File: config.mk
export PLATFORM = sky130hd
export DESIGN_NAME = sync_fifo_v2
export DESIGN_NICKNAME = d
export VERILOG_FILES = /design/src/rtl/sync_fifo_pkg.sv /design/src/rtl/sync_fifo_mem.sv /design/src/rtl/sync_fifo_v2.sv
export SDC_FILE = /design/constraint.sdc
export NUM_CORES = 1
export LEC_CHECK = 0
export BUFFER_PORTS_ARGS = -buffer_cell sky130_fd_sc_hd__buf_2
export CAP_MARGIN = 20
export CORE_MARGIN = 2
export CORE_UTILIZATION = 32
export DETAILED_ROUTE_END_ITERATION = 10
export PLACE_DENSITY = 0.51
export SLEW_MARGIN = 20
export SYNTH_ARGS = -nofsm -noshare
export SYNTH_HDL_FRONTEND = slang
export SYNTH_SLANG_ARGS = --single-unit
export TNS_END_PERCENT = 100
File: constraint.sdc
create_clock -name clk -period 3.2 [get_ports clk]
set_input_delay 0.16 -clock clk [delete_from_list [all_inputs] [get_ports clk]]
set_output_delay 0.16 -clock clk [all_outputs]
set_load 0.005 [all_outputs]
File: src/rtl/sync_fifo_pkg.sv
// Shared helpers and types for the parametrised synchronous FIFO.
package sync_fifo_pkg;

  localparam int DEF_D_WIDTH = 8;
  localparam int DEF_D_DEPTH = 16;

  // Index width of the storage array; pointers and count carry one extra wrap bit.
  function automatic int addr_width(input int depth);
    return (depth <= 2) ? 1 : $clog2(depth);
  endfunction

  typedef struct packed {
    logic isEmpty;
    logic isFull;
    logic isAlmostEmpty;
    logic isAlmostFull;
  } fifo_status_t;

endpackage

File: src/rtl/sync_fifo_mem.sv
// Register array with one synchronous write port and one asynchronous read port.
module sync_fifo_mem #(
  parameter int D_WIDTH = 8,
  parameter int AW      = 4
) (
  input  logic               clk,
  input  logic               we,
  input  logic [AW-1:0]      waddr,
  input  logic [D_WIDTH-1:0] wdata,
  input  logic [AW-1:0]      raddr,
  output logic [D_WIDTH-1:0] rdata
);

  logic [D_WIDTH-1:0] mem [2**AW];

  always_ff @(posedge clk) begin
    if (we) mem[waddr] <= wdata;
  end

  assign rdata = mem[raddr];

endmodule

File: src/rtl/sync_fifo_v2.sv
// Parametrised synchronous FIFO with occupancy flags and sticky error flags.
// Define SYNC_FIFO_FWFT_EN for first-word-fall-through reads.
module sync_fifo_v2
  import sync_fifo_pkg::*;
#(
  parameter int D_WIDTH = DEF_D_WIDTH,
  parameter int D_DEPTH = DEF_D_DEPTH,
  parameter int AF_LVL  = D_DEPTH - 2,
  parameter int AE_LVL  = 2,
  localparam int AW     = addr_width(D_DEPTH)
) (
  input  logic               clk,
  input  logic               n_rst,
  input  logic               w_en,
  input  logic [D_WIDTH-1:0] w_data,
  input  logic               r_en,
  input  logic               flush,
  input  logic               clr_err,
  output logic [D_WIDTH-1:0] r_data,
  output logic               r_valid,
  output logic               isEmpty,
  output logic               isFull,
  output logic               isAlmostEmpty,
  output logic               isAlmostFull,
  output logic [AW:0]        count,
  output logic               overflow,
  output logic               underflow
);

  localparam logic [AW:0] DEPTH_C = (AW+1)'(D_DEPTH);
  localparam logic [AW:0] AF_C    = (AW+1)'(AF_LVL);
  localparam logic [AW:0] AE_C    = (AW+1)'(AE_LVL);
  localparam logic [AW:0] ONE_C   = (AW+1)'(1);

  logic [AW:0]        w_ptr, r_ptr;
  logic [D_WIDTH-1:0] mem_rdata;
  fifo_status_t       st;
  logic               wr_acc, rd_acc;

  assign count            = w_ptr - r_ptr;
  assign st.isEmpty       = (w_ptr == r_ptr);
  assign st.isFull        = (w_ptr[AW-1:0] == r_ptr[AW-1:0]) && (w_ptr[AW] != r_ptr[AW]);
  assign st.isAlmostEmpty = (count <= AE_C);
  assign st.isAlmostFull  = (count >= AF_C);

  assign isEmpty       = st.isEmpty;
  assign isFull        = st.isFull;
  assign isAlmostEmpty = st.isAlmostEmpty;
  assign isAlmostFull  = st.isAlmostFull;

  // Flush swallows both requests, so neither can move a pointer or raise an error.
  assign wr_acc = w_en && !st.isFull  && !flush;
  assign rd_acc = r_en && !st.isEmpty && !flush;

  sync_fifo_mem #(
    .D_WIDTH (D_WIDTH),
    .AW      (AW)
  ) u_mem (
    .clk   (clk),
    .we    (wr_acc && n_rst),
    .waddr (w_ptr[AW-1:0]),
    .wdata (w_data),
    .raddr (r_ptr[AW-1:0]),
    .rdata (mem_rdata)
  );

  always_ff @(posedge clk) begin
    if (!n_rst) begin
      w_ptr <= '0;
      r_ptr <= '0;
    end else if (flush) begin
      w_ptr <= '0;
      r_ptr <= '0;
    end else begin
      if (wr_acc) w_ptr <= w_ptr + ONE_C;
      if (rd_acc) r_ptr <= r_ptr + ONE_C;
    end
  end

  // A new error event wins over a same-cycle clear.
  always_ff @(posedge clk) begin
    if (!n_rst) begin
      overflow  <= 1'b0;
      underflow <= 1'b0;
    end else begin
      overflow  <= (w_en && st.isFull  && !flush) || (overflow  && !clr_err);
      underflow <= (r_en && st.isEmpty && !flush) || (underflow && !clr_err);
    end
  end

`ifdef SYNC_FIFO_FWFT_EN
  assign r_data  = st.isEmpty ? '0 : mem_rdata;
  assign r_valid = !st.isEmpty;
`else
  logic [D_WIDTH-1:0] r_data_q;
  logic               r_valid_q;

  always_ff @(posedge clk) begin
    if (!n_rst) begin
      r_data_q  <= '0;
      r_valid_q <= 1'b0;
    end else if (flush) begin
      r_valid_q <= 1'b0;
    end else begin
      r_valid_q <= rd_acc;
      if (rd_acc) r_data_q <= mem_rdata;
    end
  end

  assign r_data  = r_data_q;
  assign r_valid = r_valid_q;
`endif

endmodule

After elaboration in Yosys (flattened, before gate mapping)
Memory sizes are Yosys's and may differ from the RTL's. A register that Yosys moved wholly into a read port is not among the register bits.
Cells that the tools add are included.
- register bits after elaboration: 13
- bits in writable memories: 128
- bits of input ports: 14
- output and inout bits: 20
- memories: 1
- $add $sub $neg: 3
- order comparisons: 2
- equality and inequality tests: 3
- multiplexer cells: 2
- bitwise logic cells: 2
- reductions and logical operators: 21
- memories (name ; depth ; bits a word ; rd ports ; clocked after Yosys merged registers in ; wr ports ; line ; text):
    u_mem.mem ; 16 ; 8 ; 1 ; 1 ; 1 ; sync_fifo_mem.sv:14 ; logic [D_WIDTH-1:0] mem [2**AW];
- operators by type and width (kind ; count):
    $logic_and A1 B1 Y1 ; 12
    $add A5 B1 Y5 const B ; 2
    $eq A5 B5 Y1 ; 1
    $ge A5 B4 Y1 const B ; 1
    $le A5 B2 Y1 const B ; 1
    $logic_not A1 Y1 ; 5
    $sub A5 B5 Y5 ; 1
    $eq A4 B4 Y1 ; 1
    $logic_or A1 B1 Y1 ; 2
    $mux W1 ; 2
    $not A1 Y1 ; 2
    $reduce_and A2 Y1 ; 1
    $reduce_or A2 Y1 ; 1
    $ne A1 B1 Y1 ; 1

Depth between registers and ports, before layout
- depth in word-level cells: 8
- gate-level depth with buffers: 11

Modules after synthesis
From an unflattened synthesis, not the netlist that was laid out.
- cell total of the unflattened synthesis: 345
- area total of the unflattened synthesis: 6025.8 um^2
- modules (own cells, without submodules) (module ; instances ; cells an instance ; area each (um^2) ; sequential area each (um^2)):
    sync_fifo_mem ; 1 ; 221 ; 4987.3 ; 3843.7
    sync_fifo_v2 ; 1 ; 124 ; 1038.5 ; 420.4

Worst setup path after synthesis
OpenSTA, ideal clock, no wires.
- kind: reg2reg
- start point: register r_ptr[1]
- end point: memory u_mem.mem[3][0], enable pin
- library setup time: 383 ps
- arrival: 2605 ps
- required time: 2817 ps
- setup slack: 211 ps
- stages on the path, launching flop included: 11
- buffers on the path: 4
- clock period less this slack: 2989 ps
- cell sequence: dfxtp_1 -> buf_6 -> buf_12 -> buf_4 -> inv_1 -> ha_1 -> and4_1 -> buf_2 -> a21oi_2 -> nand3_1 -> nor3_1
- word-level cells in the longest chain between the ends: 8
- RTL lines (what ; line ; text):
    start: declaration ; sync_fifo_v2.sv:35 ; logic [AW:0] w_ptr, r_ptr;
    start signal: assignment ; sync_fifo_v2.sv:76 ; if (rd_acc) r_ptr <= r_ptr + ONE_C;
    $eq A4 B4 Y1 ; sync_fifo_v2.sv:42 ; assign st.isFull = (w_ptr[AW-1:0] == r_ptr[AW-1:0]) && (w_ptr[AW] != r_ptr[AW]);
    $logic_and A1 B1 Y1 ; sync_fifo_v2.sv:42 ;
    $logic_not A1 Y1 ; sync_fifo_v2.sv:52 ; assign wr_acc = w_en && !st.isFull && !flush;
    $logic_and A1 B1 Y1 (2 in series) ; sync_fifo_v2.sv:52 ;
    $logic_and A1 B1 Y1 ; sync_fifo_v2.sv:60 ; .we (wr_acc && n_rst),
    $mux W1 ; sync_fifo_mem.sv:17 ; if (we) mem[waddr] <= wdata;
    $mux W1 (implied by the code) ; sync_fifo_mem.sv:17 ;
    end: declaration ; sync_fifo_mem.sv:14 ;
Every way passes these cells.

Worst setup path in the final report
- start point: register r_ptr[3]
- end point: memory u_mem.mem[2][2], enable pin
Same word-level chain as after synthesis.

==> out/qor.txt <==
Cell Area, Synth: 6140 um2
Nets: 453
Worst Skew: 0.00791 ns
Die H: 143 um
Core Util, Final: 38.8%
Hold Path Class: in -> reg
WL per Instance: 19.6 um
Setup Buffers After CTS: 0
Max frequency: 346 MHz
# fillers: 1,723
Setup TNS: 0 ns
Tot Pwr: 4.35 mW
Global route total overflow: 0
Storage element area: 4270 um2
Critical Path Start: r_ptr[3]
Row cnt: 50
Worst skew pair latency: 0.41 ns
Number of synthesis warnings: 0
MaxCap Viol Count: 0
Max_slew headroom: 56.1%
Vias in the first global route: 3,407
Dpl cells: 644
Post-Synthesis Cells: 375
DRT Wirelength: 13,300 um
Worst-path fanout max: 9
Arrival time at the worst endpoint: 3.01 ns
Setup WS pre-CTS: 0.378 ns
CTS clk-pin slew, worst paths: 0.06 ns
Syn nets: 399
CP startpoint kind: register
Number of synthesized flops with an enable pin: 128
# diodes: 0
Final Cycle Share: 90.2%
Post-cts resize count: 0
Root buf cell: clkbuf_16
Via count: 3,332
Initial Utilization: 32.7%
# hold bufs at CTS: 0
Area leader, netlist: edfxtp_1
Peak supply drop: 0.000257 V
CTS tree: built
Post-synthesis sequential area ratio: 69.4%
Final Instance Area: 7280 um2
Status: complete, no violations
Final Hold Slack: 0.101 ns
Lkg Pwr: 2.39 nW
Via density: 4.93
Total CTS buffers: 17
CTS Sinks: 149
Die area: 20,300 um2
Share of cells above drive strength 1: 24.2%
HP Start: clr_err
Slew Limit Fails: 0
Flops & latches, synth: 149
Minimum clock period: 2.89 ns
Width of the die: 143 um
Initial antenna violation count: 0
Port Buffers: 33
Post-DP Area: 6640 um2
Final setup margin: 0.312 ns
Final Non-Filler Cells: 676
Power Density: 597 nW/um2
Final RePlAce weighted congestion: 0.766
RSZ-0062 raised after global routing: false
DP Wirelength: 9000 um
Crit path kind: reg -> reg
Pin count of the biggest net entering global routing: 38
Final Hold Vio Count: 0
Crit path required time: 3.32 ns
Ports: 34
Top_reg_cell synth: edfxtp_1
Share of the synthesized area in the top cell type: 62.6%
CTS max path bufs: 2
DRC Markers: 0
Async S/R FF share, synth: 0%
Area of the multi-input gates: 1730 um2
Yosys cell types: 44
H-tree levels: 4
Remaining antenna violation count: 0
Core area: 18,800 um2
Synth area leaders: edfxtp_1 63%, dfxtp_1 6.8%, mux2i_1 5.5%
All-Layer GR Usage: 14.1%
Layout area overhead: 18.6%
Syn_area_per_cell: 16.4 um2
Worst-Margin Slew: 0.659 ns
FF-to-FF Start: r_ptr[3]
Final setup violation count: 0
First-pass GRT wire length: 20,400 um
Drt first-iter violations: 294
1st-pass router iterations: 4
Critical path endpoint category: register
==> final cells by class <==
type	instances	area share (%)
sequential	149	58.6
multi-input combinational	198	23.8
tap	234	4.02
clock inverter	13	2.80
clock buffer	19	6.08
timing repair buffer	52	4.23
inverter	11	0.567
==> kinds of logic (layout without fill, tap and decap cells) <==
| group | after synthesis | after routing | synth area share (%) |
|---|---|---|---|
| adder cells (fa/ha/maj) | 10 | 10 | 2.16 |
| AO/OA/AOI/OAI | 49 | 49 | 5.58 |
| multiplexers | 58 | 58 | 13.3 |
| XOR/XNOR | 12 | 12 | 1.83 |
| buffers and inverters | 28 | 95 | 2.42 |
| flip-flops | 149 | 149 | 69.4 |
| AND/OR/NAND/NOR | 69 | 69 | 5.30 |
==> synth_stat cells, types with 2 or more instances <==
master / number
nand2_1: 10
mux4_2: 9
clkbuf_1: 4
inv_1: 10
nand2b_1: 5
edfxtp_1: 128
o22ai_1: 16
a21o_1: 2
nand3b_1: 2
mux2i_1: 34
buf_4: 3
mux4_1: 7
buf_2: 7
nand3_1: 6
ha_1: 9
mux2_2: 8
a211oi_1: 5
a31oi_1: 8
o21ai_0: 9
nor3_1: 4
dfxtp_1: 21
xnor2_1: 9
o32ai_1: 2
xor2_1: 2
nor2_1: 32
and2_1: 4
a2111oi_2: 2
==> layout by cell type, fill, tap and decap left out, types with 5 or more instances in the layout <==
cell type,count
nand2_1,10
bufinv_16,5
nand3_1,6
buf_4,19
a31oi_1,8
mux2i_1,34
clkbuf_16,17
xnor2_1,9
mux2_2,8
o22ai_1,16
dfxtp_1,20
edfxtp_1,128
nor2_1,32
ha_1,9
buf_2,33
o21ai_0,9
inv_1,10
a211oi_1,5
mux4_2,9
mux4_1,7
nand2b_1,5
==> power breakdown <==
part	internal (mW)	switching, mW
registers	2.11	0.00389
clock network	1.40	0.745
logic	0.0248	0.0628
==> per-layer routing <==
| layer | part of all wire (%) | track usage, % |
|---|---|---|
| met4 | 1.1 | 4.69 |
| met1 | 46 | 19.2 |
| met2 | 48 | 22.1 |
| met3 | 4.8 | 3.53 |
| met5 | 0 | 0 |
==> registers in the layout (all words and copies together) (netlist names) <==
| signal | count |
|---|---|
| w_ptr | 5 |
| r_valid | 1 |
| overflow | 1 |
| u_mem.mem | 128 |
| r_data | 8 |
| r_ptr | 5 |
| underflow | 1 |
==> critical path, cell delays in order, from the launching register on <==
cell	delay [ns]
dfxtp_1	0.48
clkinv_1	0.30
ha_1	0.42
and4_1	0.36
a21oi_2	0.35
nand3_1	0.26
nor3_1	0.22
buf_4	0.21
==> worst paths after layout <==
path	endpoint	slack, ns	cells after the start
worst max register to register	u_mem.mem[2][2]	0.31	7
worst max-delay path	u_mem.mem[2][2]	0.31	7
worst min-delay path	underflow	0.10	3
worst min register to register	r_data[1]	0.55	2
(Power assumes the default switching activity.)
